==> config.mk <==
export PLATFORM = sky130hd
export DESIGN_NAME = ysyx22041405_rr_arbiter_n_m
export DESIGN_NICKNAME = d
export VERILOG_FILES = /design/src/rtl/ysyx22041405_rr_arbiter_n_m.sv
export SDC_FILE = /design/constraint.sdc
export NUM_CORES = 1
export LEC_CHECK = 0
export BUFFER_PORTS_ARGS = -buffer_cell sky130_fd_sc_hd__buf_2
export CAP_MARGIN = 20
export CORE_ASPECT_RATIO = 0.75
export CORE_MARGIN = 3
export CORE_UTILIZATION = 40
export DETAILED_ROUTE_END_ITERATION = 16
export GPL_TIMING_DRIVEN = 0
export PLACE_DENSITY_LB_ADDON = 0.1
export REMOVE_ABC_BUFFERS = 1
export SYNTH_ARGS = -nofsm -noshare
export SYNTH_HDL_FRONTEND = slang
export SYNTH_SLANG_ARGS = --single-unit
==> constraint.sdc <==
create_clock -name clk -period 3.3 [get_ports clk]
set_clock_uncertainty 0.1 [all_clocks]
set_input_delay 0.33 -clock clk [delete_from_list [all_inputs] [get_ports clk]]
set_output_delay 0.33 -clock clk [all_outputs]
set_load 0.02 [all_outputs]
==> src/rtl/ysyx22041405_rr_arbiter_n_m.sv <==
// Registered N-way arbiter (fixed or round-robin) with encoded and one-hot grant; 1-cycle latency.
// Backpressure: a presented grant holds unchanged until gnt_valid && gnt_ready.
module ysyx22041405_rr_arbiter_n_m #(
  parameter int N = 8,
  parameter int M = 3
) (
  input  logic         clk,
  input  logic         rst_n,
  input  logic [N-1:0] req,
  input  logic         mode,
  input  logic         gnt_ready,
  output logic         gnt_valid,
  output logic [M-1:0] gnt_idx,
  output logic [N-1:0] gnt_onehot
);

  generate
    if (N < 2 || M != $clog2(N)) begin : g_bad_param
      $error("rr_arbiter: need N >= 2 and M == clog2(N)");
    end
  endgenerate

  typedef enum logic {IDLE, GRANT} state_t;

  localparam logic [M:0]   N_EXT  = (M+1)'(N);
  localparam logic [M-1:0] LAST   = M'(N - 1);
  localparam logic [N-1:0] ONE_N  = N'(1);

  state_t       state, state_nxt;
  logic [M-1:0] ptr, ptr_nxt;
  logic [M-1:0] idx_nxt;
  logic [N-1:0] onehot_nxt;

  logic         handshake;
  logic         arb_point;
  logic         any_req;
  logic [M-1:0] scan_base;
  logic [N-1:0] req_rot;
  logic [M-1:0] rot_off;
  logic [M:0]   rr_sum;
  logic [M-1:0] fix_idx;
  logic [M-1:0] rr_idx;
  logic [M-1:0] win_idx;

  function automatic logic [M-1:0] lowest_set(input logic [N-1:0] v);
    lowest_set = '0;
    for (int i = N - 1; i >= 0; i--) begin
      if (v[i]) lowest_set = M'(i);
    end
  endfunction

  assign handshake = (state == GRANT) && gnt_ready;
  assign arb_point = (state == IDLE) || handshake;
  assign any_req   = |req;

  // Pointer advance; the scan uses the advanced pointer on a handshake so the
  // requester just accepted drops to lowest priority in the same edge.
  assign ptr_nxt   = handshake ? ((gnt_idx == LAST) ? '0 : gnt_idx + M'(1)) : ptr;
  assign scan_base = ptr_nxt;

  // Rotating a doubled vector gives bit k = req[(base + k) mod N], wrapping at N.
  assign req_rot = N'({req, req} >> scan_base);
  assign rot_off = lowest_set(req_rot);
  assign rr_sum  = {1'b0, scan_base} + {1'b0, rot_off};
  assign rr_idx  = (rr_sum >= N_EXT) ? M'(rr_sum - N_EXT) : M'(rr_sum);

  assign fix_idx = lowest_set(req);
  assign win_idx = mode ? rr_idx : fix_idx;

  always_comb begin
    state_nxt  = state;
    idx_nxt    = gnt_idx;
    onehot_nxt = gnt_onehot;
    if (arb_point) begin
      if (any_req) begin
        state_nxt  = GRANT;
        idx_nxt    = win_idx;
        onehot_nxt = ONE_N << win_idx;
      end else begin
        state_nxt  = IDLE;
        onehot_nxt = '0;
      end
    end
  end

  always_ff @(posedge clk or negedge rst_n) begin
    if (!rst_n) begin
      state      <= IDLE;
      gnt_idx    <= '0;
      gnt_onehot <= '0;
      ptr        <= '0;
    end else begin
      state      <= state_nxt;
      gnt_idx    <= idx_nxt;
      gnt_onehot <= onehot_nxt;
      ptr        <= ptr_nxt;
    end
  end

  assign gnt_valid = (state == GRANT);

endmodule

==> results.md <==
- The run finished, with violations left.
- The checks that failed: setup timing.
- The minimum period implied by the final worst setup slack is 3.75 ns.
- The total of warnings raised by yosys is 0.
- The die covers 3960 um2.
- Synthesis handed over a netlist of 157 instances.
- The number of vias per cell is a little over 6.
- The share of the synthesized area in the top cell type is 0.290.
- The detail route stage leaves a number of antenna-violating nets equal to 0.
- The post-route total power is 2360 uW.
- The tool flagged a number of max-cap violations equal to 0.
- Detailed placement finished with a half-perimeter wire length of 2.59 mm.
- In this run the tool buffered the top-level ports with 23 buffer cells.
- The total routing resource utilization after global routing is 0.204.
- For this run, the top clock speed supported by timing is 0.267 GHz.
- The worst setup path is of the flop to flop kind.
- The clock passes through at most 2 buffers.
- For this configuration, the core starts out at a cell density of 0.429.
- Sorting the synthesized cells by how often they occur yields sky130_fd_sc_hd__nand2_1, sky130_fd_sc_hd__dfrtp_1, sky130_fd_sc_hd__nor2_1, sky130_fd_sc_hd__nand3_1, sky130_fd_sc_hd__nand4_1.
- The worst pin sits at a relative slew slack of 0.436.
- Setup violations remaining at the end of the flow were counted as 10.
- The total inserted antenna cells is 0.
- Data arrives at the worst endpoint at 3.81 ns.
- For this run, the register share of the synthesized area comes to 0.290.
- Dividing the detail-routed wire length by the instance count gives 16.7 um.
- The clock net in this run drives a total of 15 sinks.
- Summed over all layers, the routed wires come to 3.97 mm.
- The die is roughly 55 um tall.
- The flip-flop and latch count after synthesis is 15.
- The number of violations reported at the end of detailed-routing iteration 0 is between 90 and 100.
- In this run the number of H-tree levels came out at 1.
- The filler cells instantiated in the layout total 258.
- The max-slew violation total from the final report came to 0.
- The worst hold path terminates at gnt_valid$_DFFE_PN0N_.
- The total number of vias is around 1400.
- The post-route clock period utilization is 1.14.
- The worst flop-to-flop path endpoint is gnt_onehot[1]$_DFFE_PN0N_.
- The startpoint identified for the worst hold timing path is req[6].
- The share of post-route cells with drive strength above 1 is 0.492.
- The static leakage is 0.000819 uW.
- Compared with the post-synthesis result, the final layout area differs by 46.5%.
- The number of standard cells in the final layout excluding fillers is 237.
- Counting tap cells, the placed design contains a total of 213 instances.
- The clock buffer count from CTS is 3.
- The first global-routing pass estimated between 6 and 7 mm of wire.
- The number of global-route vias before repair is 1398.
- The depth of the worst register-to-register path is 16.
- After detailed routing, the number of remaining DRC violations is 0.
- The total count of hold-check failures in the final report is 0.
- The length of the first detailed-routing pass in iterations is 5.
- For this run, asynchronously set or reset flops after synthesis account for 1.00.
- Across the VDD grid, the largest voltage drop is 0.522 mV.
- STA puts the critical path data required time at 3.36 ns.
- In this run the register-to-register setup slack is -0.45 ns.
- The least setup slack across all paths after layout is -0.448 ns.
- The worst setup path is captured at a flop.
- The number of different library cells used by synthesis comes to between 40 and 50.
- The most instantiated flip-flop cell in the synthesis netlist is sky130_fd_sc_hd__dfrtp_1.
- The clock transition at the register clock pins on the worst setup and hold paths after CTS is 0.06 ns.
- The overall overflow remaining after global route is 0.
- The sum of negative setup slack is -3.91 ns.
- In this run the core area contains 17 standard-cell rows.
- The cell area after synthesis is 1290 um2.
- The kind of start point of the critical path is a flop.
- Setup repair after global routing could not meet its margin everywhere.
- The number of synthesized flops with an enable pin is 0.
- The congestion estimate from routability-driven global placement came to 0.947.
- Entering global routing, the biggest net connects 16 pins.
- By instance count, the leading cell after synthesis is sky130_fd_sc_hd__nand2_1.
- The core area is between 3000 and 4000 um2.
- The slew at the pin closest to its max-slew limit is 0.840 ns.
- The clock insertion delay at the later pin of the skew report is around 0.24 ns.
- By area the synthesized netlist is led by sky130_fd_sc_hd__dfrtp_1, sky130_fd_sc_hd__nand2_1, sky130_fd_sc_hd__mux2i_1.
- The class of the tightest hold or removal check is input port to flop.
- The number of antenna violations at the first check in global routing is 0.
- The clock tree from TritonCTS is built.
- During I/O placement, the number of pins put on the boundary was 24.
- The cell taking the most area after synthesis is sky130_fd_sc_hd__dfrtp_1.
- The cell sitting at the root of the clock tree is a sky130_fd_sc_hd__clkbuf_8.
- The number of cells traversed by the worst hold path is 4.
- At the placement stage, the worst setup path has a slack of -0.999 ns.
- The width of the die is 71.7 um.
- At the end of the flow, the number of nets in the layout was 216.
- In this run the critical register-to-register path is launched from gnt_idx[1]$_DFFE_PN0P_.
- Dividing the synthesized area by the synthesized cell count gives 8.25 um2.
- Power spread over the standard cell area amounts to 1240 nW/um2.
- Along the worst path, the maximum fanout reaches 5.
[report_power, final]
group          internal, uW  switching (uW)
Combinational           879            1040
Sequential              256            37.9
Clock                  83.5            62.1
[cell usage in the layout (no fill, tap or decap), types with 2 or more instances in the layout]
master	count
sky130_fd_sc_hd__and3_1	4
sky130_fd_sc_hd__nand2_4	2
sky130_fd_sc_hd__and3_4	2
sky130_fd_sc_hd__buf_4	12
sky130_fd_sc_hd__a311oi_2	2
sky130_fd_sc_hd__mux2i_2	4
sky130_fd_sc_hd__inv_1	2
sky130_fd_sc_hd__and2_4	2
sky130_fd_sc_hd__and2b_2	2
sky130_fd_sc_hd__o221ai_2	8
sky130_fd_sc_hd__nand2_1	17
sky130_fd_sc_hd__clkbuf_8	3
sky130_fd_sc_hd__nand3_2	2
sky130_fd_sc_hd__mux2i_1	3
sky130_fd_sc_hd__nor3_1	3
sky130_fd_sc_hd__a21oi_1	6
sky130_fd_sc_hd__nor2_1	14
sky130_fd_sc_hd__o21ai_1	5
sky130_fd_sc_hd__buf_6	6
sky130_fd_sc_hd__nor4_1	2
sky130_fd_sc_hd__a21boi_2	2
sky130_fd_sc_hd__a211o_1	2
sky130_fd_sc_hd__nand2_2	5
sky130_fd_sc_hd__buf_2	23
sky130_fd_sc_hd__dfrtp_1	15
sky130_fd_sc_hd__o31a_2	2
sky130_fd_sc_hd__nand4_1	9
sky130_fd_sc_hd__a21oi_4	2
sky130_fd_sc_hd__nand3_1	9
sky130_fd_sc_hd__ha_2	2
[registers in the layout (all words and copies together), names as in the netlist]
signal      count
gnt_valid       1
gnt_idx         3
ptr             3
gnt_onehot      8
[stage by stage]
| stage | instance area [um2] | utilization | hold WS, ns |
|---|---|---|---|
| 6_report | 1900 | 0.628 | 0.354 |
| 4_1_cts | 1810 | 0.600 | 0.321 |
| 2_1_floorplan | 1240 | - | -0.0656 |
| 5_1_grt | 1900 | 0.628 | 0.386 |
| 3_5_place_dp | 1410 | 0.465 | 0.150 |
| 3_3_place_gp | 1410 | 0.465 | 0.143 |
[critical path, stage by stage, from the launching register on]
cell and delay, ns:
sky130_fd_sc_hd__dfrtp_1 0.38, sky130_fd_sc_hd__ha_2 0.29, sky130_fd_sc_hd__and3_4 0.21, sky130_fd_sc_hd__buf_12 0.13, sky130_fd_sc_hd__o21ai_1 0.28, sky130_fd_sc_hd__and3_1 0.22, sky130_fd_sc_hd__a311oi_2 0.04, sky130_fd_sc_hd__a21oi_1 0.25
sky130_fd_sc_hd__buf_4 0.17, sky130_fd_sc_hd__and3b_1 0.16, sky130_fd_sc_hd__nor2_1 0.05, sky130_fd_sc_hd__nor2_1 0.17, sky130_fd_sc_hd__fa_2 0.49, sky130_fd_sc_hd__a21oi_4 0.19, sky130_fd_sc_hd__and2_4 0.23, sky130_fd_sc_hd__nand3_2 0.13
sky130_fd_sc_hd__o221ai_2 0.18
[kinds of logic after synthesis]
group                      count (synthesis)  synth area share
buffers and inverters                      9            0.0522
muxes                                      8            0.0618
adders and majority gates                  4            0.0444
DFF                                       15             0.290
xor gates and xnor gates                   3            0.0203
AOI/OAI and AO/OA                         37             0.215
and+or+nand+nor                           81             0.317
[layout make-up]
type                       instances  area (um2)  share of cell area
tap                               38        47.5              0.0251
inverter                           4        22.5              0.0119
timing repair buffer              43         303               0.160
clock inverter                     1        5.00             0.00264
clock buffer                       3        41.3              0.0218
sequential                        15         375               0.198
multi-input combinational        133        1100               0.581
[layer usage]
metal	GRT usage	routed length (um)	vias up
li1	-	-	679
met1	0.292	1720	702
met2	0.315	1890	64
met3	0.0509	345	2
met4	0.0349	14	0
met5	0	0	-
[how the worst max path moves through the flow]
stage	from	end	slack (ns)	depth (start not counted)
final	gnt_idx[1]$_DFFE_PN0P_	gnt_onehot[1]$_DFFE_PN0N_	-0.45	16
after global routing	gnt_idx[1]$_DFFE_PN0P_	gnt_onehot[7]$_DFFE_PN0N_	-0.64	18
after CTS	gnt_idx[1]$_DFFE_PN0P_	gnt_onehot[3]$_DFFE_PN0N_	-0.41	18
after detailed placement	gnt_idx[0]$_DFFE_PN0P_	gnt_onehot[1]$_DFFE_PN0N_	-1.0	17
after global placement	gnt_idx[0]$_DFFE_PN0P_	gnt_onehot[1]$_DFFE_PN0N_	-1.0	17
after floorplan	gnt_idx[0]$_DFFE_PN0P_	gnt_onehot[1]$_DFFE_PN0N_	-0.55	17
[what timing repair did]
item | CTS | global route
cloned | 0 | 0
endpoints found under the hold margin | 15 | 0
setup endpoints to repair | 11 | 11
gates resized for setup | 43 | 16
hold buffers | 1 | 0
setup buffers | 19 | 0
pin swaps | 22 | 15
Note: power is estimated with default switching activity, not from simulation.
